<file path="config.mk">
export PLATFORM = sky130hd
export DESIGN_NAME = led_mode_ctrl
export DESIGN_NICKNAME = d
export VERILOG_FILES = /design/src/rtl/led_ctrl_pkg.sv /design/src/rtl/led_tick_gen.sv /design/src/rtl/led_mode_ctrl.sv
export SDC_FILE = /design/constraint.sdc
export NUM_CORES = 1
export LEC_CHECK = 0
export CAP_MARGIN = 20
export CORE_UTILIZATION = 60
export DETAILED_ROUTE_END_ITERATION = 10
export DONT_BUFFER_PORTS = 1
export GPL_ROUTABILITY_DRIVEN = 0
export PLACE_DENSITY_LB_ADDON = 0.2
export SETUP_SLACK_MARGIN = 0.5
export SYNTH_ARGS = -nofsm -noshare
export SYNTH_HDL_FRONTEND = slang
export SYNTH_SLANG_ARGS = --single-unit
</file>
<file path="constraint.sdc">
create_clock -name sys_clk -period 4.3 [get_ports sys_clk]
set_input_delay 0.43 -clock sys_clk [delete_from_list [all_inputs] [get_ports sys_clk]]
set_output_delay 0.43 -clock sys_clk [all_outputs]
set_load 0.005 [all_outputs]
</file>
<file path="src/rtl/led_ctrl_pkg.sv">
// Shared definitions for the LED mode controller: mode codes, FSM states and
// the seed pattern each mode starts from.
package led_ctrl_pkg;

   typedef enum logic [1:0] {
      MODE_ROT_L    = 2'd0,
      MODE_ROT_R    = 2'd1,
      MODE_BLINK    = 2'd2,
      MODE_PINGPONG = 2'd3
   } led_mode_e;

   typedef enum logic [1:0] {
      ST_IDLE  = 2'd0,
      ST_RUN   = 2'd1,
      ST_PAUSE = 2'd2
   } led_state_e;

   localparam logic [3:0] SEED_ROT_L    = 4'b0001;
   localparam logic [3:0] SEED_ROT_R    = 4'b1000;
   localparam logic [3:0] SEED_BLINK    = 4'b1111;
   localparam logic [3:0] SEED_PINGPONG = 4'b0001;

   function automatic logic [3:0] mode_seed(input led_mode_e mode);
      case (mode)
         MODE_ROT_L:    return SEED_ROT_L;
         MODE_ROT_R:    return SEED_ROT_R;
         MODE_BLINK:    return SEED_BLINK;
         default:       return SEED_PINGPONG;
      endcase
   endfunction

endpackage

</file>
<file path="src/rtl/led_tick_gen.sv">
// Step-tick generator: free-running 0..TICK_MAX counter with clear and enable;
// tick marks the enabled cycle in which the count sits at TICK_MAX.
module led_tick_gen #(
   parameter logic [23:0] TICK_MAX = 24'd9_999_999
) (
   input  logic sys_clk,
   input  logic sys_res,
   input  logic clr,
   input  logic en,
   output logic tick
);

   logic [23:0] cnt;

   always_ff @(posedge sys_clk) begin
      if (sys_res || clr) begin
         cnt <= '0;
      end else if (en) begin
         cnt <= (cnt == TICK_MAX) ? '0 : cnt + 24'd1;
      end
   end

   assign tick = en && (cnt == TICK_MAX);

endmodule

</file>
<file path="src/rtl/led_mode_ctrl.sv">
// LED pattern controller: round-robin arbitration of mode-change requests and
// an IDLE/RUN/PAUSE pattern engine stepped by led_tick_gen.
module led_mode_ctrl
   import led_ctrl_pkg::*;
#(
   parameter logic [23:0] TICK_MAX = 24'd9_999_999,
   parameter int          NREQ     = 3
) (
   input  logic              sys_clk,
   input  logic              sys_res,
   input  logic [NREQ-1:0]   req,
   input  logic [2*NREQ-1:0] req_mode,
   input  logic              pause_tgl,
   output logic [NREQ-1:0]   grant,
   output logic [3:0]        led,
   output logic [1:0]        cur_mode,
   output logic              busy
);

   led_state_e      state;
   logic            dir_right;
   logic [1:0]      ptr;
   logic [2:0]      cand;
   logic [1:0]      idx;
   logic            gnt_valid;
   logic [1:0]      gnt_idx;
   led_mode_e       gnt_mode;
   logic [NREQ-1:0] gnt_vec;
   logic            tick;
   logic            cnt_clr;
   logic            cnt_en;

   // First asserted request found scanning upward from ptr, wrapping at NREQ.
   always_comb begin
      gnt_valid = 1'b0;
      gnt_idx   = '0;
      gnt_mode  = MODE_ROT_L;
      gnt_vec   = '0;
      cand      = '0;
      idx       = '0;
      for (int unsigned k = 0; k < NREQ; k++) begin
         cand = {1'b0, ptr} + 3'(k);
         if (cand >= 3'(NREQ)) cand = cand - 3'(NREQ);
         idx = cand[1:0];
         if (!gnt_valid && req[idx]) begin
            gnt_valid    = 1'b1;
            gnt_idx      = idx;
            gnt_mode     = led_mode_e'(req_mode[{idx, 1'b0} +: 2]);
            gnt_vec[idx] = 1'b1;
         end
      end
   end

   assign cnt_clr = gnt_valid || (state == ST_IDLE);
   assign cnt_en  = (state == ST_RUN);

   led_tick_gen #(.TICK_MAX(TICK_MAX)) u_tick (
      .sys_clk (sys_clk),
      .sys_res (sys_res),
      .clr     (cnt_clr),
      .en      (cnt_en),
      .tick    (tick)
   );

   always_ff @(posedge sys_clk) begin
      if (sys_res) begin
         state     <= ST_IDLE;
         led       <= '0;
         cur_mode  <= '0;
         grant     <= '0;
         ptr       <= '0;
         dir_right <= 1'b0;
         busy      <= 1'b0;
      end else begin
         grant <= gnt_vec;
         // A grant overrides both the pending step and any pause toggle.
         if (gnt_valid) begin
            cur_mode  <= gnt_mode;
            led       <= mode_seed(gnt_mode);
            dir_right <= 1'b0;
            state     <= ST_RUN;
            busy      <= 1'b1;
            ptr       <= (gnt_idx == 2'(NREQ - 1)) ? 2'd0 : gnt_idx + 2'd1;
         end else begin
            unique case (state)
               ST_IDLE: led <= '0;
               ST_RUN: begin
                  if (tick) begin
                     case (led_mode_e'(cur_mode))
                        MODE_ROT_L: led <= {led[2:0], led[3]};
                        MODE_ROT_R: led <= {led[0], led[3:1]};
                        MODE_BLINK: led <= ~led;
                        MODE_PINGPONG: begin
                           if (!dir_right) begin
                              if (led[3]) begin
                                 led       <= 4'b0100;
                                 dir_right <= 1'b1;
                              end else begin
                                 led <= led << 1;
                              end
                           end else if (led[0]) begin
                              led       <= 4'b0010;
                              dir_right <= 1'b0;
                           end else begin
                              led <= led >> 1;
                           end
                        end
                     endcase
                  end
                  if (pause_tgl) begin
                     state <= ST_PAUSE;
                     busy  <= 1'b0;
                  end
               end
               ST_PAUSE: begin
                  if (pause_tgl) begin
                     state <= ST_RUN;
                     busy  <= 1'b1;
                  end
               end
               default: begin
                  state <= ST_IDLE;
                  busy  <= 1'b0;
               end
            endcase
         end
      end
   end

endmodule

</file>
# [Yosys cells after proc, flatten, opt, wreduce, memory -nomap -nowiden]
# Index checks and enable logic that the tools add are counted.
[totals] register_bits=39 latch_bits=0 mem_bits_rw=0 rom_bits=0 inputBits=12 elab_cells=113 n_memories=0
[classes] add_sub_neg=7 mul=0 div_mod_pow=0 n_lt_le_gt_ge=9 n_eq_ne=15 shifts=3 n_mux=48 bitwise_logic=4 reduce_logical=18
[ops] cell="$add A24 B1 Y24 const B" n=1
[ops] cell="$eq A24 B24 Y1 const B" n=1
[ops] cell="$mux W2" n=12
[ops] cell="$mux W24" n=1
[ops] cell="$shiftx A6 B4 Y2" n=3
[ops] cell="$mux W1" n=16
[ops] cell="$mux W4" n=4
[ops] cell="$pmux W4 S2" n=2
[ops] cell="$pmux W4 S4" n=1
[ops] cell="$mux W3" n=4
[ops] cell="$eq A2 B2 Y1 const B" n=5
[ops] cell="$lt A2 B3 Y1 const B" n=3
[ops] cell="$ne A3 B3 Y1 const B" n=3
[ops] cell="$reduce_and A3 Y1" n=3
[ops] cell="$bmux W1 S2" n=3
[ops] cell="$demux W1 S2" n=3
[ops] cell="$eq A2 B1 Y1 const B" n=3
[ops] cell="$ge A2 B1 Y1 const B" n=3
[ops] cell="$ge A3 B2 Y1 const B" n=2
[ops] cell="$logic_and A1 B1 Y1" n=6
[ops] cell="$ne A2 B2 Y1 const B" n=3
[ops] cell="$or A3 B3 Y3" n=2
[ops] cell="$pmux W2 S3" n=1
[ops] cell="$sub A2 B2 Y2 const B" n=3
[ops] cell="13 further kinds" n=16

# [Logic depth before layout (Yosys ltp)]
[logic_depth] depth_word=14 mapped_depth=12 mapped_depth_nobuf=10

# [By module]
# A second synthesis with hierarchy kept.
[unflattened] cells_unflattened=279 hier_area_um2=2389.8
[by_module_without_submodules] module="led_mode_ctrl" instances=1 cells_per_inst=147 area_each_um2=1236.2
[by_module_without_submodules] module="led_tick_gen" instances=1 cells_per_inst=132 area_each_um2=1153.6

# [Least setup slack after synthesis]
# OpenSTA, ideal clock, no wires.
[synth_path] path_kind="reg2reg" start="register ptr[0]" end="register led[3]" setup_ns=0.086 arrival_time_ns=2.148 t_required_ns=4.214 path_slack_ns=2.066 stages_incl_launch_ff=11 n_path_buf=0 path_cell_list="dfxtp_1 inv_1 ha_1 mux2i_1 o21a_2 nand3_1 a31oi_1 ha_1 nor2_1 a211oi_1 a211oi_1"
[synth_via] elab_chain_len=14 word_cells_on_any_way=37 cone_classes="add/sub (5); order compare (3); eq/ne (3); shift (3); mux (17); reduce/logical (6)"
[synth_rtl] element="from (decl)" line="led_mode_ctrl.sv:22" rtl="logic [1:0] ptr;"
[synth_rtl] element="from (signal assigned)" line="led_mode_ctrl.sv:83" rtl="ptr <= (gnt_idx == 2'(NREQ - 1)) ? 2'd0 : gnt_idx + 2'd1;"
[synth_rtl] element="parallel branches: the longest is 14 deep, another holds $add A2 B1 Y3"
[synth_rtl] element="to (signal assigned)" line="led_mode_ctrl.sv:79" rtl="led <= mode_seed(gnt_mode);"
[synth_rtl] element="to (signal assigned)" line="led_mode_ctrl.sv:90" rtl="MODE_ROT_L: led <= {led[2:0], led[3]};"
[synth_rtl] element="to (signal assigned)" line="led_mode_ctrl.sv:91" rtl="MODE_ROT_R: led <= {led[0], led[3:1]};"
[synth_rtl] element="to (decl)" line="led_mode_ctrl.sv:15" rtl="output logic [3:0] led,"
# Parallel ways; which one is timed is not known. The select of a mux whose other input is x is not followed.
# A chain may end at the register's enable or synchronous reset.

# [Worst setup path after layout]
[layout_path] start="register ptr[1]" end="register u_tick.cnt[21]"
[layout_via] elab_chain_len=13 word_cells_on_any_way=26 cone_classes="add/sub (5); order compare (3); mux (12); reduce/logical (6)"
[layout_rtl] element="parallel branches: the longest is 10 deep, another holds $add A2 B1 Y3"
[layout_rtl] element="$mux W1 *" line="led_mode_ctrl.sv:45" rtl="if (!gnt_valid && req[idx]) begin"
[layout_rtl] element="$logic_or A1 B1 Y1 *" line="led_mode_ctrl.sv:54" rtl="assign cnt_clr = gnt_valid || (state == ST_IDLE);"
[layout_rtl] element="$logic_or A1 B1 Y1 *" line="led_tick_gen.sv:16" rtl="if (sys_res || clr) begin"
[layout_rtl] element="to (signal assigned)" line="led_tick_gen.sv:19" rtl="cnt <= (cnt == TICK_MAX) ? '0 : cnt + 24'd1;"
[layout_rtl] element="to (decl)" line="led_tick_gen.sv:13" rtl="logic [23:0] cnt;"
# Every way passes the cells marked *. The select of a mux whose other input is x is not followed.

==> flow_results.org <==
** Logic synthesis
- Area share of the largest cell type after synthesis :: 33.89%
- Among all cell types in the netlist, the one instantiated most often is sky130_fd_sc_hd__nor2_1.
- Of all cell types, the one taking the most synthesized area is sky130_fd_sc_hd__dfxtp_1.
- The mapped netlist covers ~2200 µm².
- Synth unique cells :: 55
- Top area cells in the synthesized netlist :: sky130_fd_sc_hd__dfxtp_1 (34%), sky130_fd_sc_hd__nor2_1 (7.0%), sky130_fd_sc_hd__xor2_1 (5.1%)
- A synthesized cell averages 8.162 µm².
- Top flip-flop cell by instance count after synthesis :: sky130_fd_sc_hd__dfxtp_1
- Synth warn :: 0
- Number of synthesized flops with an enable pin :: 0
- Sequential share of the synthesized area :: 33.89%
- Post-synthesis instance total :: between 200 and 300
- Mapped Nets :: 293
- Proportion of register bits with asynchronous set or reset after synthesis :: 0%
- After synthesis the netlist holds a flip-flop and latch count of 38.
- Top cell types by occurrence after synthesis :: sky130_fd_sc_hd__nor2_1 (42), sky130_fd_sc_hd__dfxtp_1 (38), sky130_fd_sc_hd__nand2_1 (22)

** Clocking
- Number of CTS-inserted buffers :: 5
- Clock tree synthesis found a total of 38 sinks.
- Quantity of hold-fixing buffers added after cts :: 0
- Later-pin clock latency in the skew report :: 300 ps
- The number of gates resized after CTS was 0.
- After clock tree synthesis, the clock-pin slew on the worst setup and hold paths is 70 ps.
- TritonCTS clock tree :: yes
- Root buffer selected by CTS :: sky130_fd_sc_hd__clkbuf_8
- Buffers added to address setup during post-CTS repair amount to 0.
- Counting along the longest clock path gives a buffer depth of 2.
- # H-tree levels :: 2

** Critical path
- Of all nets on the critical path, the largest fanout is 21.
- The critical path is of the reg -> reg type.
- STA puts the critical path data required time at 4520 ps.
- The worst setup path is captured at a flop.
- Worst reg2reg path depth :: 8
- For the worst setup path, the data arrival time is 3170 ps.
- STA classifies the critical path startpoint as a flop.

** Timing
- Final Max Tran Viols :: 0
- The worst path uses 68.52% of the clock period.
- After routing, the total negative slack on setup checks comes to 0 ps.
- Headroom to the max-slew limit came out at 53.45%.
- The clock arrives with slightly above 7 ps of skew.
- The final-report hold violation count was 0.
- Transition at the pin with the smallest max-transition slack :: ~700 ps
- Unrepaired setup endpoints after global routing :: false
- Setup violations remaining at the end of the flow were counted as 0.
- Across all setup checks in the final design, the least slack found is 1354 ps.
- Achievable clock frequency :: 339.4 MHz
- The worst path needs 2946 ps of the cycle, external delays included.

** Detailed routing
- Wires add up to ~4600 µm.
- Antenna Violating Nets Remaining :: 0
- For this block, the via count after detailed routing is 1,932.
- Vias per cell :: roughly 6.1
- Final routed wire length divided by cell count :: 14.64 µm
- 1st-iter DRT viols :: 87
- Router iterations before antenna repair :: 4
- Number of remaining DRC errors :: 0

** Floorplanning
- For this design the top-level I/O count stands at 22.
- The die is 63.17 µm tall.
- The core region is between 3000 and 4000 µm².
- The die is 63.17 µm wide.
- The floorplan has 21 rows.
- The floorplan step defined a die boundary enclosing 3990 µm².
- Once the floorplan was initialized, standard cells occupied between 60 and 70% of the core.

** Worst hold path
- Along the worst hold path, the cell count comes to 1.
- The worst hold path belongs to the class in -> reg.

** Global route
- Largest net degree at the start of global routing :: 22
- Combined global-route utilization of all metal layers :: 25.49%
- Global routing finished with a remaining overflow of 0.
- Number of global-route vias before repair :: 1,797
- The number of antenna violations at the first check in global routing came to 0.
- Wire length of the first global-routing pass :: 8079 µm

** Power and ir drop
- For this design the static power due to leakage is between 0.0008 and 0.0009 µW.
- IR analysis of the VDD net gives a maximum drop of 0.3840 mV.
- Power per Cell Area :: 569.7 nW/µm²

** Finish
- Summing all flip-flop and latch instances after layout gives 760.7 µm².
- The repair_antennas step left the layout with diodes totalling 0.
- Final-stage net count :: 289
- Measured on the finished design, the core utilization comes to 67.10%.
- Total of fill cells in the finished design :: 296
- Combined area of the multi-input logic cells :: 1396 µm²
- Of the cells placed in the final design, the portion with a size suffix greater than 1 is 6.273%.
- Area growth from synthesis to layout :: 3.679%

** Placement
- In this run the tool buffered the top-level ports with 0 buffer cells.
- The wire-length estimate of the detail-placed layout is 3350 µm.
- Pre-CTS setup slack :: ~1400 ps

** Status
- The run finished with clean final reports.

** Flow run
- Max-cap violations in this run came to 0.
==> sequential cells by signal, summed over array words and instances, names as in the netlist <==
signal      flops
busy            1
cur_mode        2
dir_right       1
grant           3
led             4
ptr             2
state           1
u_tick.cnt     24
==> critical path, stage by stage, from the launching register on <==
cell                      delay (ps)
sky130_fd_sc_hd__dfxtp_1         340
sky130_fd_sc_hd__inv_1            90
sky130_fd_sc_hd__ha_1            440
sky130_fd_sc_hd__mux2i_1         330
sky130_fd_sc_hd__o21a_1          420
sky130_fd_sc_hd__nand3_1         300
sky130_fd_sc_hd__nor2_1          250
sky130_fd_sc_hd__nand2_1         460
sky130_fd_sc_hd__nor2_1          240
==> area by class of cell <==
type / count / area share, %
multi-input cells: 217 / 60.00
flip-flops and latches: 38 / 32.69
clock buffers: 5 / 2.957
well taps: 46 / 2.473
inverters: 9 / 1.452
clock inverters: 2 / 0.4301
==> metal layers <==
layer / vias to the layer above / global-route usage, % / wire length [µm] / part of all wire [%]
li1: 968 / - / - / -
met1: 889 / 33.93 / 2331 / 50
met2: 63 / 37.37 / 1933 / 42
met3: 12 / 8.333 / 266 / 5.7
met4: 0 / 10.76 / 109 / 2.3
met5: - / 0 / 0 / 0
==> per-stage QoR <==
step | area [µm²] | hold slack (ps) | power (µW) | cells
finish | 2327 | 195.1 | 1326 | 317
global placement | 2248 | 485.1 | 1070 | 310
floorplan | 2245 | 471.5 | 982.0 | 275
detailed placement | 2248 | 498.9 | 1082 | 310
global route | 2327 | 181.6 | 1423 | 317
CTS | 2327 | 191.3 | 1311 | 317
==> path summary, 6_finish.rpt <==
| check | startpoint | endpoint | slack [ps] |
|---|---|---|---|
| worst max-delay path | ptr[1]$_SDFFE_PP0P_ | u_tick.cnt[21]$_SDFFE_PP0P_ | 1350 |
| worst max register to register | ptr[1]$_SDFFE_PP0P_ | u_tick.cnt[21]$_SDFFE_PP0P_ | 1350 |
| worst min-delay path | sys_res | grant[2]$_SDFF_PP0_ | 200 |
| worst min register to register | u_tick.cnt[23]$_SDFFE_PP0P_ | u_tick.cnt[23]$_SDFFE_PP0P_ | 520 |
==> logic make-up after synthesis <==
family / count (synthesis) / share of synthesized area [%]
buffers and inverters: 20 / 3.902
adders and majority gates: 6 / 3.344
and+or+nand+nor: 124 / 29.49
xor gates and xnor gates: 21 / 8.194
muxes: 9 / 4.014
DFF: 38 / 33.89
AOI/OAI and AO/OA: 57 / 17.17
==> layout by cell type (no fill, tap or decap), types with 3 or more instances in the layout <==
cell type / instances
sky130_fd_sc_hd__ha_1: 6
sky130_fd_sc_hd__a211oi_1: 4
sky130_fd_sc_hd__a21oi_1: 12
sky130_fd_sc_hd__nand3_1: 9
sky130_fd_sc_hd__nor2b_1: 7
sky130_fd_sc_hd__nand4_1: 6
sky130_fd_sc_hd__xor2_1: 13
sky130_fd_sc_hd__nand3b_1: 5
sky130_fd_sc_hd__nand2_1: 22
sky130_fd_sc_hd__mux2i_1: 9
sky130_fd_sc_hd__xnor2_1: 8
sky130_fd_sc_hd__nor2_1: 42
sky130_fd_sc_hd__clkbuf_8: 5
sky130_fd_sc_hd__o22ai_1: 3
sky130_fd_sc_hd__inv_1: 9
sky130_fd_sc_hd__and3_1: 12
sky130_fd_sc_hd__a31oi_1: 5
sky130_fd_sc_hd__o21ai_0: 12
sky130_fd_sc_hd__dfxtp_1: 38
==> power breakdown <==
| part | internal, µW | total, µW | switching (µW) | leakage [µW] |
|---|---|---|---|---|
| Sequential | 401 | 472 | 71.4 | 0.000309 |
| Combinational | 249 | 620 | 371 | 0.000457 |
| Clock | 109 | 234 | 125 | 0.0000438 |
Power figures use the tool's default switching activity.
